`src/rtl/serial_addsub.sv`:
```
// Bit-serial adder/subtractor: one FA/FS cell plus a carry/borrow flop, LSB first, WIDTH clocks per operation.
// Optional feature macro: OVERFLOW_DETECT_EN (signed overflow flag; ovf tied low when undefined).
module serial_addsub #(
    parameter int WIDTH = 8
) (
    input  logic             clk,
    input  logic             rst,
    input  logic             start,
    input  logic             mode,
    input  logic [WIDTH-1:0] a,
    input  logic [WIDTH-1:0] b,
    output logic             busy,
    output logic             done,
    output logic [WIDTH-1:0] result,
    output logic             cout,
    output logic             ovf
);
    // Handshake: start is taken on a rising edge only while state is IDLE or DONE;
    // done is a one-cycle pulse, and result/cout/ovf are valid from that cycle on.

    localparam int CW = (WIDTH > 2) ? $clog2(WIDTH) : 1;
    localparam logic [CW-1:0] LAST = CW'(WIDTH - 1);

    typedef enum logic [1:0] {S_IDLE, S_RUN, S_DONE} state_e;

    state_e           state_q, state_d;
    logic [WIDTH-1:0] a_sh_q, a_sh_d;
    logic [WIDTH-1:0] b_sh_q, b_sh_d;
    logic [WIDTH-1:0] r_sh_q, r_sh_d;
    logic [CW-1:0]    cnt_q, cnt_d;
    logic             c_q, c_d;
    logic             mode_q, mode_d;
    logic [WIDTH-1:0] result_q, result_d;
    logic             cout_q, cout_d;
    logic             busy_q, busy_d;
    logic             done_q, done_d;

    logic             a_i, b_i, x_i, s_i, c_nxt;
    logic [WIDTH-1:0] r_final;

    always_comb begin
        a_i     = a_sh_q[0];
        b_i     = b_sh_q[0];
        x_i     = a_i ^ b_i;
        s_i     = x_i ^ c_q;
        c_nxt   = mode_q ? ((~a_i & b_i) | (c_q & ~x_i))
                         : ((a_i & b_i) | (c_q & x_i));
        r_final = {s_i, r_sh_q[WIDTH-1:1]};
    end

`ifdef OVERFLOW_DETECT_EN
    // Operand sign bits are kept apart because the operand shift regs are consumed.
    logic [1:0] msb_q, msb_d;
    logic       ovf_q, ovf_d;
    logic       ovf_nxt;

    always_comb begin
        if (mode_q) ovf_nxt = (msb_q[1] != msb_q[0]) && (s_i != msb_q[1]);
        else        ovf_nxt = (msb_q[1] == msb_q[0]) && (s_i != msb_q[1]);
    end
`endif

    always_comb begin
        state_d  = state_q;
        a_sh_d   = a_sh_q;
        b_sh_d   = b_sh_q;
        r_sh_d   = r_sh_q;
        cnt_d    = cnt_q;
        c_d      = c_q;
        mode_d   = mode_q;
        result_d = result_q;
        cout_d   = cout_q;
        busy_d   = busy_q;
        done_d   = 1'b0;
`ifdef OVERFLOW_DETECT_EN
        msb_d    = msb_q;
        ovf_d    = ovf_q;
`endif
        case (state_q)
            S_IDLE, S_DONE: begin
                if (start) begin
                    a_sh_d  = a;
                    b_sh_d  = b;
                    mode_d  = mode;
                    r_sh_d  = '0;
                    cnt_d   = '0;
                    c_d     = 1'b0;
                    busy_d  = 1'b1;
                    state_d = S_RUN;
`ifdef OVERFLOW_DETECT_EN
                    msb_d   = {a[WIDTH-1], b[WIDTH-1]};
`endif
                end else begin
                    busy_d  = 1'b0;
                    state_d = S_IDLE;
                end
            end
            S_RUN: begin
                a_sh_d = a_sh_q >> 1;
                b_sh_d = b_sh_q >> 1;
                r_sh_d = r_final;
                c_d    = c_nxt;
                if (cnt_q == LAST) begin
                    // Outputs are only ever loaded here, so no partial sum leaks out.
                    result_d = r_final;
                    cout_d   = c_nxt;
                    cnt_d    = '0;
                    busy_d   = 1'b0;
                    done_d   = 1'b1;
                    state_d  = S_DONE;
`ifdef OVERFLOW_DETECT_EN
                    ovf_d    = ovf_nxt;
`endif
                end else begin
                    cnt_d = cnt_q + CW'(1);
                end
            end
            default: begin
                busy_d  = 1'b0;
                state_d = S_IDLE;
            end
        endcase
    end

    always_ff @(posedge clk or posedge rst) begin
        if (rst) begin
            state_q  <= S_IDLE;
            a_sh_q   <= '0;
            b_sh_q   <= '0;
            r_sh_q   <= '0;
            cnt_q    <= '0;
            c_q      <= 1'b0;
            mode_q   <= 1'b0;
            result_q <= '0;
            cout_q   <= 1'b0;
            busy_q   <= 1'b0;
            done_q   <= 1'b0;
        end else begin
            state_q  <= state_d;
            a_sh_q   <= a_sh_d;
            b_sh_q   <= b_sh_d;
            r_sh_q   <= r_sh_d;
            cnt_q    <= cnt_d;
            c_q      <= c_d;
            mode_q   <= mode_d;
            result_q <= result_d;
            cout_q   <= cout_d;
            busy_q   <= busy_d;
            done_q   <= done_d;
        end
    end

`ifdef OVERFLOW_DETECT_EN
    always_ff @(posedge clk or posedge rst) begin
        if (rst) begin
            msb_q <= 2'b00;
            ovf_q <= 1'b0;
        end else begin
            msb_q <= msb_d;
            ovf_q <= ovf_d;
        end
    end

    assign ovf = ovf_q;
`else
    assign ovf = 1'b0;
`endif

    assign busy   = busy_q;
    assign done   = done_q;
    assign result = result_q;
    assign cout   = cout_q;

endmodule

```
`config.mk`:
```
export PLATFORM = sky130hd
export DESIGN_NAME = serial_addsub
export DESIGN_NICKNAME = d
export VERILOG_FILES = /design/src/rtl/serial_addsub.sv
export SDC_FILE = /design/constraint.sdc
export NUM_CORES = 1
export LEC_CHECK = 0
export CAP_MARGIN = 20
export CORE_MARGIN = 1
export CORE_UTILIZATION = 40
export CTS_BUF_LIST = sky130_fd_sc_hd__clkbuf_16
export DETAILED_ROUTE_END_ITERATION = 10
export GPL_ROUTABILITY_DRIVEN = 0
export PLACE_DENSITY = 0.66
export SLEW_MARGIN = 5
export SYNTH_ARGS = -nofsm -noshare
export SYNTH_HDL_FRONTEND = slang
export SYNTH_SLANG_ARGS = --single-unit
```
`constraint.sdc`:
```
create_clock -name clk -period 1.55 [get_ports clk]
set_input_delay 0.2325 -clock clk [delete_from_list [all_inputs] [get_ports clk]]
set_output_delay 0.2325 -clock clk [all_outputs]
set_load 0.01 [all_outputs]
```
==> results.md, run 1 <==
* Run status: finished clean
* CP Launch Type: flop
* Combinational Power Share at 39.2%
* Layout area overhead at 29.6%
* DR WL met2 at 1530 um
* R2r setup slk at 0.09 ns
* Async S/R FF share, synth at 100%
* Clock Skews at 0.00421 ns
* WL/cell at 14.4 um
* Setup_tns at 0 ns
* Clock Latency Late Sink at 0.28 ns
* Top Layer Used: met4
* Slew Viols, Final at 0
* Max Fclk at 684 MHz
* Clock Tree Buf Depth at 2
* Unrepaired setup endpoints after global routing: no
* Via Count at 1222
* Hpwl dp at 2170 um
* Crit-path slowest cell: dfrtp_1
* Avg Cell Area, Syn at 12.5 sq um
* Main synth FF type: dfrtp_1
* Crit path arrival time at 1.63 ns
* Int Power at 3.15 mW
* Worst reg2reg path endpoint: result[5]
* Row count at 23
* Leak at 1.03 nW
* Seq cells post-synth at 41
* Detailed Route Iter0 Violations at 53
* Warnings from Yosys at 0
* Clock power share at 20.6%
* Initial antenna violation count at 0
* Worst vdd ir at 0.000877 V
* Tmin final at 1.46 ns
* CTS Buf Count at 5
* Kind of critical path: flop to flop
* Vias per cell at 5.36
* Worst hold path class: input pin to async pin
* Gate count after technology mapping at 140
* Diode count at 0
* Met3 routed WL at 178 um
* Final WS setup at 0.0872 ns
* Final setup viols at 0
* EDFF count, synth at 0
* Seq/Total Area, Yosys at 58.7%
* Most common cell after layout, fill and taps aside: dfrtp_1
* Cell area after layout at 0.00227 sq mm
* Worst endpoint required time at 1.71 ns
* Power after layout at 4.73 mW
* GRT overflow at 0
* Largest net degree at the start of global routing at 42
* CP peak stage delay at 0.39 ns
* Routed wire length at 3290 um
* Sequential Power Share at 40.3%
* DRC errors left at 0
* First-pass GRT wire length at 5460 um
* Final Hold Vio Count at 0
* Core area at 0.00409 sq mm
* Most frequent cells in the layout: 41 x dfrtp_1, 30 x clkdlybuf4s50_1, 14 x o22ai_1, 14 x nor3_1, 13 x nor2_1
* Post-Syn Nets at 164
* P per Cell Area at 2090 mW/mm^2
* Die H at 68.1 um
* Layout Utilization at 55.5%
* Most used cell, CP: ha_1
* Overall Global Routing Usage at 16.3%
* DRT Pass-1 Iters at 4
* CTS clock-pin slew for the worst setup and hold paths at 0.06 ns
* Setup crit end kind: flop
* Clock root buffer: clkbuf_16
* CTS tree: built
* Mapped Area at 0.00175 sq mm
* Die Wd at 68.1 um
* Clk sinks at 41
* I/O Buffers at 30
* Synth unique cells at 27
* Final #Nets at 201
* Starting density of the core at 42.8%
* Critical path fanouts, max at 5
* Fillers at 365
* Total of max-cap violations at 0
* Layout cells sized above 1 at 15.7%
* Top-Level Pins at 32
* Worst slack, placed at 0.00106 ns
* Number of global-route vias before repair at 1198
* Reg2reg start: cnt_q[0]
* Post-DP Area at 0.00210 sq mm
* WL met1 at 1520 um
* R2R cell count at 4
* Post-route ant nets at 0
* H-tree Lvls at 2
* Net Switching at 1.58 mW
* Ordered list of cells on the worst path: ha_1, ha_1, nand3b_4, mux2_2
* Sw frac at 33.4%
* Die area at 0.00464 sq mm
* Final worst path period share at 94.4%
==> synthesized netlist by cell type, drive strengths merged, types with 2 or more instances <==
cell     count  area, sq um
nand2b       2         12.5
nor3        14         70.1
nor2        14         68.8
o2bb2ai      2         17.5
nand2        5         18.8
o21ai        3         15.0
ha           2         25.0
dfrtp       41         1030
fa           2         40.0
a22o         9         78.8
inv          5         18.8
buf         11          103
mux2         7         93.8
o22ai       14         87.6
==> flip-flops by register name, indices dropped and copies added, names as in the netlist <==
register  count
a_sh_q        8
b_sh_q        8
result        8
r_sh_q        7
cnt_q         3
state_q       2
busy          1
c_q           1
cout          1
done          1
mode_q        1
==> cells by family (layout without fill, tap and decap cells) <==
kind of cell | Yosys count | count (layout) | share of synthesized area [%]
and+or+nand+nor | 38 | 39 | 11.3
AOI/OAI and AO/OA | 32 | 32 | 13.2
muxes | 8 | 8 | 5.94
other | 1 | 1 | 0.215
adders and majority gates | 4 | 4 | 3.72
DFF | 41 | 41 | 58.7
buffers and inverters | 16 | 53 | 6.94
==> timing repair <==
item | 4_1_cts | 5_1_grt
buffers inserted | 0 | 1
resized for setup | 1 | 0
hold endpoints to repair | 0 | 0
setup endpoints to repair | 3 | 3
pin swaps | 0 | 0
cloned | 0 | 1
hold buffers | 0 | 0
==> how the worst max path moves through the flow <==
stage,cells after the start,end,start
final,4,result[5],cnt_q[0]
after global routing,6,cout,cnt_q[0]
after CTS,4,result[4],cnt_q[0]
after detailed placement,4,result[4],cnt_q[0]
after global placement,4,result[5],cnt_q[0]
after floorplan,5,result[0],cnt_q[0]
==> per-layer routing <==
layer / up-vias / GRT usage [%]
li1: 571 / -
met1: 599 / 20.1
met2: 44 / 26.7
met3: 8 / 4.00
met4: 0 / 7.29
met5: - / 0
==> power by group through the flow <==
stage	clock network (mW)	registers, mW	logic, mW
2_1_floorplan	0	1.88	1.31
3_5_place_dp	0	1.90	1.87
6_report	0.971	1.90	1.85
4_1_cts	0.994	1.90	1.87
5_1_grt	1.03	1.97	2.06
3_3_place_gp	0	1.88	1.78
==> worst max-delay path, delay by kind of cell, from the launching register on <==
| kind | cells | cell delay [ns] |
|---|---|---|
| simple gates | 1 | 0.15 |
| flops | 1 | 0.39 |
| mux | 1 | 0.34 |
| fa+ha+maj | 2 | 0.46 |
==> cell type report <==
type                       instances  area (sq um)  area share (%)
multi-input combinational         84           621            27.4
tap                               50          62.6            2.76
clock inverter                     3          12.5           0.552
clock buffer                       5           125            5.52
inverter                           5          18.8           0.828
sequential                        41          1030            45.3
timing repair buffer              40           400            17.7
==> per-stage QoR <==
step / cells / hold WS, ns
after floorplan: 140 / 0.338
after global placement: 218 / 0.474
after detailed placement: 218 / 0.484
after CTS: 226 / 0.325
after global routing: 228 / 0.334
final: 228 / 0.310
No activity file was read; power rests on OpenSTA's default activity.
==> run 2: changes to the inputs <==
PLACE_DENSITY = unset   (was 0.66)
clock period = 1.4 ns   (was 1.55 ns; I/O delays follow)
==> run 2 against run 1 <==
Register-to-register slack got worse by 0.05 ns. Clock skew up 0.00092 ns. Wire length decreased by 1.3%. First-iteration DRC count fell by 23%. Final area increased by 2.9%. Combinational power up 17%. Global-route usage down 0.14 points. Largest cell class unchanged.
==> results.md, run 2 (synthesis results as in run 1) <==
* Unrepaired setup endpoints after global routing: yes
* Die H at 68.1 um
* Met3 GRT Util at 6.00%
* Buf/Inv on CP at 1
* Routed wire length at 3240 um
* Worst endpoint required time at 1.19 ns
* CP Launch Type: flop
* Net Switching at 1.75 mW
* Grt met2 use at 25.4%
* Top-Level Pins at 32
* Tmin final at 1.37 ns
* Max Fclk at 731 MHz
* Worst slack, placed at -0.0164 ns
* H-tree Lvls at 2
* Row count at 23
* Vias per cell at 5.24
* Most frequent cells in the layout: 41 x dfrtp_1, 23 x clkdlybuf4s50_1, 14 x o22ai_1, 14 x nor3_1, 14 x buf_4
* Final #Nets at 206
* Clock Tree Buf Depth at 2
* Critical path fanouts, max at 2
* Worst hold path class: input pin to async pin
* Final worst path period share at 97.7%
* Layout Utilization at 57.0%
* P per Cell Area at 2280 mW/mm^2
* Most common cell after layout, fill and taps aside: dfrtp_1
* DRT Pass-1 Iters at 4
* Clk sinks at 41
* Layout area overhead at 33.4%
* Overall Global Routing Usage at 16.1%
* CTS clock-pin slew for the worst setup and hold paths at 0.06 ns
* Crit-path slowest cell: clkdlybuf4s50_1
* Worst vdd ir at 0.000954 V
* Post-route ant nets at 0
* Largest net degree at the start of global routing at 42
* Finished Layout Cells at 232
* Leak at 1.15 nW
* Clock Skews at 0.00513 ns
* Sw frac at 32.8%
* Diode count at 0
* Power after layout at 5.33 mW
* Die area at 0.00464 sq mm
* CP top delay family: buffers and inverters
* Clock Latency Late Sink at 0.28 ns
* Core area at 0.00409 sq mm
* Ordered list of cells on the worst path: clkdlybuf4s50_1
* DRC errors left at 0
* Total of max-cap violations at 0
* Final setup viols at 0
* Global routing usage on met1 at 20.0%
* Clock root buffer: clkbuf_16
* R2r setup slk at 0.04 ns
* CP peak stage delay at 0.53 ns
* Layout cells sized above 1 at 19.2%
* Setup crit end kind: output pin
* CTS Buf Count at 5
* Placed cell count at 221
* Detailed Route Iter0 Violations at 41
* Clock power share at 19.8%
* Starting density of the core at 42.8%
* Fillers at 329
* Initial antenna violation count at 0
* Final WS setup at 0.0320 ns
* Combinational Power Share at 40.8%
* Run status: finished clean
* CTS tree: built
* Int Power at 3.58 mW
* I/O Buffers at 30
* Kind of critical path: flop to output pin
* WL/cell at 14.0 um
* First-pass GRT wire length at 5360 um
* Most Crowded Layer GR: met2
* Sequential Power Share at 39.4%
* Crit path arrival time at 1.16 ns
* Number of global-route vias before repair at 1189
* GRT overflow at 0
* Die Wd at 68.1 um
* Final Hold Vio Count at 0
* Hpwl dp at 2160 um
* Slew Viols, Final at 0
* Via Count at 1215
## run 2: cell count changes in the layout (fill, tap and decap cells not counted), moves of 2 or more
cell             change
dlymetal6s2s_1       +7
ha_1                 -2
buf_4                +6
clkdlybuf4s50_1      -7
## run 2: what timing repair did
action | 4_1_cts | 5_1_grt
hold buffers | 0 | 0
setup endpoints to repair | 0 | 15
resized for setup | 0 | 9
setup buffers | 0 | 4
## run 2: path summary, 6_finish.rpt
| check | from | to | cells after the start |
|---|---|---|---|
| worst max-delay path | result[5] | result[5] | 1 |
| worst min-delay path | rst | done | 3 |
| worst max register to register | cnt_q[0] | result[4] | 4 |
| worst min register to register | result[7] | result[7] | 2 |
| max in group asynchronous | rst | result[0] | 3 |
| min in group clk | mode | mode_q | 3 |
## run 2: routing by layer
metal  up-vias  share of wire [%]
met2        39                 48
li1        578                  -
met1       591                 45
met5         -                  0
met4         0                1.4
met3         7                5.3
## run 2: final cells by class
| type | count | area, sq um | area share (%) |
|---|---|---|---|
| well taps | 50 | 62.6 | 2.68 |
| multi-input cells | 83 | 628 | 26.9 |
| clock buffers | 5 | 125 | 5.37 |
| clock inverters | 2 | 7.51 | 0.322 |
| inverters | 5 | 18.8 | 0.805 |
| flip-flops and latches | 41 | 1030 | 44.0 |
| repair buffers | 46 | 463 | 19.9 |
## run 2: stage by stage
step                      setup TNS [ns]  hold slack (ns)  instance area, sq um
final                                  0            0.295                  2330
after global routing             -0.0415            0.325                  2330
after detailed placement         -0.0344            0.489                  2150
after global placement                 0            0.466                  2150
after CTS                              0            0.306                  2280
after floorplan                        0            0.315                  1770
## run 2: power groups by stage
stage,clock [mW],combinational [mW],sequential (mW)
after floorplan,0,1.48,2.09
after global placement,0,2.05,2.09
after detailed placement,0,2.10,2.12
after CTS,1.08,2.11,2.10
after global routing,1.14,2.42,2.18
final,1.05,2.17,2.10
